<file path="src/rtl/mvu_run_controller.sv">
// mvu_run_controller: supervises NMVU matrix-vector units. Each channel
// accepts one job at a time, times it, optionally aborts it on timeout and
// reports a result through a round-robin arbitrated result port.
//
// state    | meaning
// S_IDLE   | channel free, may accept a command
// S_START  | start pulse cycle
// S_BUSY   | job running, counting cycles, watching done/timeout
// S_REPORT | result waiting for retirement on the result port
module mvu_run_controller #(
    parameter int NMVU      = 8,
    parameter int TIMEOUT_W = 24,
    localparam int CW       = (NMVU > 1) ? $clog2(NMVU) : 1
) (
    input  logic                 clk,
    input  logic                 rst_n,
    input  logic                 cmd_valid,
    output logic                 cmd_ready,
    input  logic [CW-1:0]        cmd_chan,
    input  logic [TIMEOUT_W-1:0] cmd_timeout,
    output logic [NMVU-1:0]      mvu_start,
    input  logic [NMVU-1:0]      mvu_done,
    output logic [NMVU-1:0]      mvu_abort,
    output logic [NMVU-1:0]      busy,
    output logic [NMVU-1:0]      spurious,
    output logic                 res_valid,
    input  logic                 res_ready,
    output logic [CW-1:0]        res_chan,
    output logic [1:0]           res_status,
    output logic [TIMEOUT_W-1:0] res_cycles
);

    typedef enum logic [1:0] {S_IDLE, S_START, S_BUSY, S_REPORT} state_t;

    localparam logic [TIMEOUT_W-1:0] CNT_MAX = '1;

    state_t               st_q  [NMVU];
    state_t               st_d  [NMVU];
    logic [TIMEOUT_W-1:0] cnt_q [NMVU];
    logic [TIMEOUT_W-1:0] cnt_d [NMVU];
    logic [TIMEOUT_W-1:0] tmo_q [NMVU];
    logic [TIMEOUT_W-1:0] tmo_d [NMVU];
    logic [TIMEOUT_W-1:0] cyc_q [NMVU];
    logic [TIMEOUT_W-1:0] cyc_d [NMVU];
    logic [NMVU-1:0]      tout_q, tout_d;
    logic [NMVU-1:0]      abort_q, abort_d;
    logic [NMVU-1:0]      spur_q, spur_d;
    logic [NMVU-1:0]      in_report;
    logic [CW-1:0]        rr_q, rr_d, gnt_q, gnt_d, pick, grant;
    logic                 hold_q, hold_d;
    logic                 run_q;

    // Keep cmd_ready low until the first clock edge after reset release.
    always_ff @(posedge clk or negedge rst_n) begin
        if (!rst_n) run_q <= 1'b0;
        else        run_q <= 1'b1;
    end

    // Command acceptance depends only on the addressed channel being idle.
    always_comb begin
        cmd_ready = 1'b0;
        for (int i = 0; i < NMVU; i++) begin
            if (run_q && int'(cmd_chan) == i && st_q[i] == S_IDLE) cmd_ready = 1'b1;
        end
    end

    // Per-channel status decode.
    always_comb begin
        mvu_start = '0;
        busy      = '0;
        in_report = '0;
        for (int i = 0; i < NMVU; i++) begin
            mvu_start[i] = (st_q[i] == S_START);
            busy[i]      = (st_q[i] != S_IDLE);
            in_report[i] = (st_q[i] == S_REPORT);
        end
    end

    assign mvu_abort = abort_q;
    assign spurious  = spur_q;
    assign res_valid = |in_report;

    // Round-robin search for a reporting channel starting at rr_q.
    always_comb begin
        logic          found;
        logic [CW-1:0] idx;
        pick  = '0;
        found = 1'b0;
        idx   = '0;
        for (int k = 0; k < NMVU; k++) begin
            idx = CW'((int'(rr_q) + k) % NMVU);
            if (!found && in_report[idx]) begin
                pick  = idx;
                found = 1'b1;
            end
        end
    end

    // Once a result is presented it stays granted until it is taken.
    assign grant = hold_q ? gnt_q : pick;

    assign res_chan   = res_valid ? grant : '0;
    assign res_status = res_valid ? {1'b0, tout_q[grant]} : 2'b00;
    assign res_cycles = res_valid ? cyc_q[grant] : '0;

    // Arbiter next state: lock the grant while stalled, advance pointer on retire.
    always_comb begin
        rr_d   = rr_q;
        gnt_d  = gnt_q;
        hold_d = hold_q;
        if (res_valid && res_ready) begin
            hold_d = 1'b0;
            rr_d   = (int'(grant) == NMVU - 1) ? '0 : grant + 1'b1;
        end else if (res_valid) begin
            hold_d = 1'b1;
            gnt_d  = grant;
        end
    end

    // Arbiter registers.
    always_ff @(posedge clk or negedge rst_n) begin
        if (!rst_n) begin
            rr_q   <= '0;
            gnt_q  <= '0;
            hold_q <= 1'b0;
        end else begin
            rr_q   <= rr_d;
            gnt_q  <= gnt_d;
            hold_q <= hold_d;
        end
    end

    // Channel FSM next state, job counter and result capture.
    always_comb begin
        tout_d  = tout_q;
        abort_d = '0;
        spur_d  = spur_q;
        for (int i = 0; i < NMVU; i++) begin
            st_d[i]  = st_q[i];
            cnt_d[i] = cnt_q[i];
            tmo_d[i] = tmo_q[i];
            cyc_d[i] = cyc_q[i];
            if (mvu_done[i] && st_q[i] != S_BUSY) spur_d[i] = 1'b1;
            case (st_q[i])
                S_IDLE: begin
                    if (cmd_valid && cmd_ready && int'(cmd_chan) == i) begin
                        st_d[i]  = S_START;
                        tmo_d[i] = cmd_timeout;
                        cnt_d[i] = '0;
                    end
                end
                S_START: st_d[i] = S_BUSY;
                S_BUSY: begin
                    if (mvu_done[i]) begin
                        cyc_d[i]  = (cnt_q[i] == CNT_MAX) ? CNT_MAX : cnt_q[i] + 1'b1;
                        tout_d[i] = 1'b0;
                        st_d[i]   = S_REPORT;
                    end else if (tmo_q[i] != '0 && cnt_q[i] + 1'b1 == tmo_q[i]) begin
                        cyc_d[i]   = tmo_q[i];
                        tout_d[i]  = 1'b1;
                        abort_d[i] = 1'b1;
                        st_d[i]    = S_REPORT;
                    end else if (cnt_q[i] != CNT_MAX) begin
                        cnt_d[i] = cnt_q[i] + 1'b1;
                    end
                end
                S_REPORT: begin
                    if (res_valid && res_ready && int'(grant) == i) st_d[i] = S_IDLE;
                end
                default: st_d[i] = S_IDLE;
            endcase
        end
    end

    // Channel registers; reset drops any job in flight silently.
    always_ff @(posedge clk or negedge rst_n) begin
        if (!rst_n) begin
            for (int i = 0; i < NMVU; i++) begin
                st_q[i]  <= S_IDLE;
                cnt_q[i] <= '0;
                tmo_q[i] <= '0;
                cyc_q[i] <= '0;
            end
            tout_q  <= '0;
            abort_q <= '0;
            spur_q  <= '0;
        end else begin
            for (int i = 0; i < NMVU; i++) begin
                st_q[i]  <= st_d[i];
                cnt_q[i] <= cnt_d[i];
                tmo_q[i] <= tmo_d[i];
                cyc_q[i] <= cyc_d[i];
            end
            tout_q  <= tout_d;
            abort_q <= abort_d;
            spur_q  <= spur_d;
        end
    end

endmodule

</file>
<file path="config.mk">
export PLATFORM = sky130hd
export DESIGN_NAME = mvu_run_controller
export DESIGN_NICKNAME = d
export VERILOG_FILES = /design/src/rtl/mvu_run_controller.sv
export SDC_FILE = /design/constraint.sdc
export NUM_CORES = 2
export LEC_CHECK = 0
export BUFFER_PORTS_ARGS = -buffer_cell sky130_fd_sc_hd__buf_2
export CORE_ASPECT_RATIO = 2
export CORE_MARGIN = 2
export CORE_UTILIZATION = 45
export CTS_CLUSTER_SIZE = 12
export DETAILED_ROUTE_END_ITERATION = 7
export HOLD_SLACK_MARGIN = 0.15
export PLACE_DENSITY_LB_ADDON = 0.25
export SLEW_MARGIN = 20
export SYNTH_ARGS = -nofsm -noshare
export SYNTH_HDL_FRONTEND = slang
export SYNTH_SLANG_ARGS = --single-unit
export TNS_END_PERCENT = 5
</file>
<file path="constraint.sdc">
create_clock -name clk -period 4.93 [get_ports clk]
set_input_delay 0.986 -clock clk [delete_from_list [all_inputs] [get_ports clk]]
set_output_delay 0.986 -clock clk [all_outputs]
set_load 0.01 [all_outputs]
</file>
==> Yosys cells after proc, flatten, opt, wreduce, memory -nomap -nowiden <==
Index checks and enable logic that the tools add are counted.
W data, S select, Z words.
{ "word_totals": {"elab_cells": 535, "regBits": 624, "rom_bits": 0, "out_inout_bits": 63, "inputBits": 39, "latch_bits": 0, "ramBits": 0, "mem_count": 0} }
{ "op_classes": {"add_sub_neg": 16, "order_cmp": 10, "mux": 195, "div_mod_pow": 0, "reduce_logical": 141, "bitwise": 2, "eq_ne": 118, "shift": 0, "n_mul": 0} }
{ "op_table": {"columns": ["operator", "n"], "rows": [
  ["$mux W24", 59],
  ["$pmux W24 S2", 8],
  ["$add A24 B1 Y24 const B", 8],
  ["$eq A24 B24 Y1", 8],
  ["$eq A24 B24 Y1 const B", 8],
  ["$ne A24 B24 Y1 const B", 8],
  ["$reduce_bool A24 Y1", 8],
  ["$bmux W24 S3", 1],
  ["$mux W1", 67],
  ["$mux W2", 32],
  ["$ne A2 B2 Y1 const B", 32],
  ["$pmux W2 S4", 8],
  ["$logic_and A1 B1 Y1", 57],
  ["$reduce_bool A2 Y1", 25],
  ["$reduce_and A5 Y1", 8],
  ["$lt A3 B4 Y1 const B", 9],
  ["$reduce_and A2 Y1", 17],
  ["$mux W3", 11],
  ["$eq A2 B2 Y1 const B", 16],
  ["$ne A2 B1 Y1 const B", 16],
  ["$bmux W1 S3", 9],
  ["$eq A3 B3 Y1 const B", 8],
  ["$ne A3 B3 Y1 const B", 8],
  ["$reduce_and A3 Y1", 8],
  ["other kinds (13)", 43]
]} }

==> Depth between registers and ports, before layout <==
{ "depth": {"word_depth": 31, "mapped_depth": 21, "mapped_depth_nobuf": 14} }

==> Worst setup path before layout <==
No wires, ideal clock.
{ "synth_path": {"kind": "flip-flop to output port", "from": "reg rr_q[1]", "to": "out res_cycles[10]", "path_stages_with_launch": 20, "arrival_ns": 4.058, "required_time_ns": 3.944, "path_slack_ns": -0.114, "path_buffers": 7, "path_cell_list": "dfrtp_1 > buf_2 > clkbuf_1 > inv_1 > ha_1 > buf_1 > mux4_2 > mux2i_1 > nand2_1 > a2111oi_0 > o22ai_1 > o31a_1 > buf_2 > inv_2 > buf_2 > buf_2 > buf_2 > nand2_1 > a32oi_1 > a32o_1"} }
{ "synth_between": {"elab_chain_cells": 30, "word_cells_on_any_way": 58, "cone_classes": "add/sub: 7; mux: 36; bitwise: 1; reduce/logical: 14"} }
{ "synth_lines": {"columns": ["element", "line", "text"], "rows": [
  ["from (decl)", "49", "logic [CW-1:0] rr_q, rr_d, gnt_q, gnt_d, pick, grant;"],
  ["from (signal assigned)", "127", "rr_q <= rr_d;"],
  ["branches (longest 23 deep; another with $add A3 B1 Y3)", null, null],
  ["$mux W3 *", "92", "if (!found && in_report[idx]) begin"],
  ["$mux W3 *", "100", "assign grant = hold_q ? gnt_q : pick;"],
  ["$not A3 Y4 (implied by the code) *", "104", "assign res_cycles = res_valid ? cyc_q[grant] : '0;"],
  ["$bmux W24 S3 *", "104", null],
  ["$mux W24 (implied by the code) * (2 in a row)", "104", null],
  ["$mux W24 *", "104", null],
  ["to (decl)", "30", "output logic [TIMEOUT_W-1:0] res_cycles"]
]} }
Every way passes the cells marked *. The select of a mux whose other input is x is not followed.

==> Worst setup path in the final report <==
{ "layout_path": {"from": "reg st_q[7] in the netlist's numbering", "to": "out res_cycles[22]"} }
{ "layout_between": {"elab_chain_cells": 31, "word_cells_on_any_way": 53, "cone_classes": "eq/ne: 1; mux: 36; bitwise: 1; reduce/logical: 15"} }
{ "layout_lines": {"columns": ["element", "line", "text"], "rows": [
  ["from (decl)", "37", "state_t st_q [NMVU];"],
  ["from (signal, indexed assignment)", "189", "st_q[i] <= st_d[i];"],
  ["$eq A2 B2 Y1 *", "75", "in_report[i] = (st_q[i] == S_REPORT);"],
  ["$bmux W1 S3", "92", null],
  ["$mux W1 (implied by the code)", "92", null],
  ["$mux W1", "92", null],
  ["$logic_not A1 Y1", "92", null],
  ["$logic_and A1 B1 Y1", "92", null],
  ["$mux W1", "92", null],
  ["$logic_not A1 Y1", "92", null],
  ["[... 14 more ...]", null, null],
  ["$logic_not A1 Y1", "92", null],
  ["$logic_and A1 B1 Y1", "92", null],
  ["$mux W3", "92", null],
  ["$mux W3", "100", null],
  ["$not A3 Y4 (implied by the code)", "104", null],
  ["$bmux W24 S3", "104", null],
  ["$mux W24 (implied by the code) (2 in a row)", "104", null],
  ["$mux W24 *", "104", null]
]} }
Mark *: on every way between the ends. The rest lies on a longest branch, timed or not. The select of a mux whose other input is x is not followed.

==> flow_summary.ini <==
[global_route]
grt_pass1_wl_mm = 255.3
grt_max_degree = 91
overflow = 0
grt_use_total_pct = 37.27
antenna_found_initial = 15
grt_pass1_vias = 37860

[drt]
wl_mm = 175.7
drc = 0
drtAntennaViolNets = 0
drt_iter0_markers = 3413
routedWlPerCell_um = 29.82
wl_met1_mm = 59.08
wl_met3_mm = 10.52
vias = 38490
drt_pass1_iterations = 6
dr_wl_met2_mm = 87.58
top_layer = met5
via_per_inst = 6.532

[power]
power_switching_mw = 16.32
intPower_mw = 17.96
power_leakage_nw = 19.61
combinationalPowerShare_pct = 56.2
power_frac_seq_pct = 28.4
p_per_area_mw_per_mm2 = 739.5
power.total_mw = 34.28
ir_worst_vdd_mv = 0.6130
clkPwrFrac_pct = 15.4
switching_share_pct = 47.61

[cts]
clk_latency_ps = 690
clockBufferDepth = 3
cts_tree = yes
clkSinkCount = 624
cts_root_buf = clkbuf_16
numCtsBuffers = 67
cts_htree_levels = 3
clk_pin_slew_ps = 60
hold_buffers = 0

[timing]
fin_ws_ps = -299.8
maxSlewViolCount = 0
setup_viol = 26
hold_viol_final = 0
post-route-min-period_ps = 5230
max_freq_ghz = 0.1912
relSlewSlack_pct = 30.72
timing.final.crit_share_pct = 106.1
fin_skew_ps = 29.01
tightest_slew_ps = 1039
rsz0062_at_grt = true

[worst_hold_path]
hp-class = in2async

[synthesis]
synth_common_cells = dfrtp_1, nand2_1, o21ai_0, nor2_1, mux2_2
yosysTopAreaCellShare_pct = 38.15
synth_edf_count = 0
synth_area_per_cell_um2 = 8.859
synth_top_cell_by_area = dfrtp_1
async_flop_share_pct = 100.0
yosysSeqAreaShare_pct = 38.15
synth_cells = 4620
ys_types = 113
yosysMostFrequentCell = dfrtp_1
synthTopCellsByArea = dfrtp_1, mux2_2, nand2_1, o21ai_0, xnor2_1
yosys_warnings = 0
synth-seq-cells = 624
synth-main-ff-cell = dfrtp_1
netlist_area_mm2 = 0.04093
syn_nets = 4718

[status]
status = finished, violations left
violations = setup timing

[worst_setup_path]
worstPathCellList = ha_4 > mux4_2 > buf_4 > mux2i_4 > nand4_1 > a31oi_1 > a21oi_2 > o31a_4 > clkinv_8 > buf_4 > buf_12 > nand2_1 > a32oi_2 > a32o_2 > buf_2
critPathCaptureType = output pin
slowest_stage = mux4_2
cp_slowest_stage_delay_ps = 560
worstPathRequired_ps = 3940
critPathKind = reg2out
cp_max_fo = 30
cp-start-kind = flop
cp_data_arrival_time_ps = 4240
crit_path_frequent_cell = buf_4

[flow_run]
drv_cap = 0

[die]
std_cell_rows = 156
core_mm2 = 0.09018
die_h_um = 430.5
initial_core_util_pct = 45.39
die_w_um = 217.3
die_area_mm2 = 0.09353
io_pins = 102

[placement]
port_buffers = 100
dp_slack_ps = 104.6
place.gp.congestion = 1.041
placed_area_mm2 = 0.04311
hpwl_mm = 132.6

[finish]
fin_area_mm2 = 0.04636
drive_gt1_share_pct = 18.58
area_delta_synth_final_pct = 13.26
fin_nets = 4766
==> worst max-delay path, delay by kind of cell (launching register included) <==
family / cells / cell delay [ps]
adder cells (fa/ha/maj): 1 / 200
multiplexers: 2 / 720
AND/OR/NAND/NOR: 2 / 220
AO/OA/AOI/OAI: 5 / 1230
buffers and inverters: 5 / 720
flip-flops: 1 / 450
==> area by class of cell <==
class                           count  area (um2)
Timing Repair inverter              1       8.758
Timing Repair Buffer              348        2828
Antenna cell                        5       12.51
Tap cell                         1185        1483
Inverter                          143       556.8
Clock buffer                       86        1859
Multi-Input combinational cell   3483       23690
Sequential cell                   624       15620
Clock inverter                     18       301.5
Fill cell                        8754       43820
==> power groups by stage <==
stage / combinational (mW) / sequential (mW) / clock, mW
2_1_floorplan: 10.8 / 8.01 / 0
4_1_cts: 17.7 / 9.59 / 5.34
6_report: 19.3 / 9.74 / 5.27
3_3_place_gp: 15.8 / 9.64 / 0
5_1_grt: 20.3 / 9.80 / 5.52
3_5_place_dp: 16.0 / 9.64 / 0
==> worst paths after layout <==
path                       cells after the start               startpoint  slack, ps                 endpoint
max reg2reg                                   13    cnt_q[96]$_DFFE_PN0P_        310   cnt_q[117]$_DFFE_PN0P_
min                                            1                    rst_n        280    cnt_q[33]$_DFFE_PN0P_
max                                           15      st_q[7]$_DFFE_PN0P_       -300           res_cycles[22]
min reg2reg                                    1  spurious[5]$_DFFE_PN0P_        450  spurious[5]$_DFFE_PN0P_
max in group asynchronous                      2                    rst_n       3530   cyc_q[101]$_DFFE_PN0P_
min in group clk                               1  spurious[5]$_DFFE_PN0P_        450  spurious[5]$_DFFE_PN0P_
==> sequential cells by signal, summed over array words and instances, names as in the netlist <==
register and count:
cnt_q 192, mvu_abort 8, tmo_q 192, hold_q 1, gnt_q 3, st_q 16, rr_q 3, tout_q 8
run_q 1, cyc_q 192, spurious 8
==> cell families (layout without fill, tap and decap cells) <==
group | after synthesis | count (layout) | share of synthesized area, %
buffers and inverters | 513 | 596 | 5.160
and+or+nand+nor | 1692 | 1692 | 20.80
xor gates and xnor gates | 331 | 331 | 7.578
AOI/OAI and AO/OA | 1094 | 1094 | 17.88
DFF | 624 | 624 | 38.15
other | 2 | 7 | 0.01835
muxes | 305 | 305 | 8.612
adders and majority gates | 59 | 59 | 1.804
==> per-layer routing <==
metal | GRT usage, % | vias up
li1 | - | 16900
met1 | 38.53 | 19140
met2 | 64.59 | 1739
met3 | 6.236 | 711
met4 | 32.90 | 4
met5 | 0 | -
==> per-stage QoR <==
step / std cells / util [%] / hold slack, ps / TNS, ps
2_1_floorplan: 4620 / - / 444.9 / 0
3_3_place_gp: 5740 / 47.81 / 434.9 / 0
3_5_place_dp: 5740 / 47.81 / 442.5 / 0
4_1_cts: 5874 / 50.94 / 314.0 / -4525
5_1_grt: 5888 / 51.39 / 340.7 / -8789
6_report: 5893 / 51.41 / 281.0 / -6151
==> cells in the final DEF (no fill, tap or decap), types with 95 or more instances in the layout <==
master,synthesis,final
dfrtp_1,624,619
nand2_1,560,554
mux2_2,253,252
o21ai_0,374,373
xnor2_1,200,199
xor2_1,116,116
buf_4,11,211
nand3_1,239,238
inv_1,139,137
nor4_1,107,107
buf_2,85,95
nor2_1,279,276
a21oi_1,145,130
==> timing repair <==
action	in CTS	in global routing
endpoints found under the setup margin	27	26
pin swaps	19	30
buffers inserted	26	8
gates resized for setup	87	39
gates cloned	4	6
No activity file was read; power rests on OpenSTA's default activity.
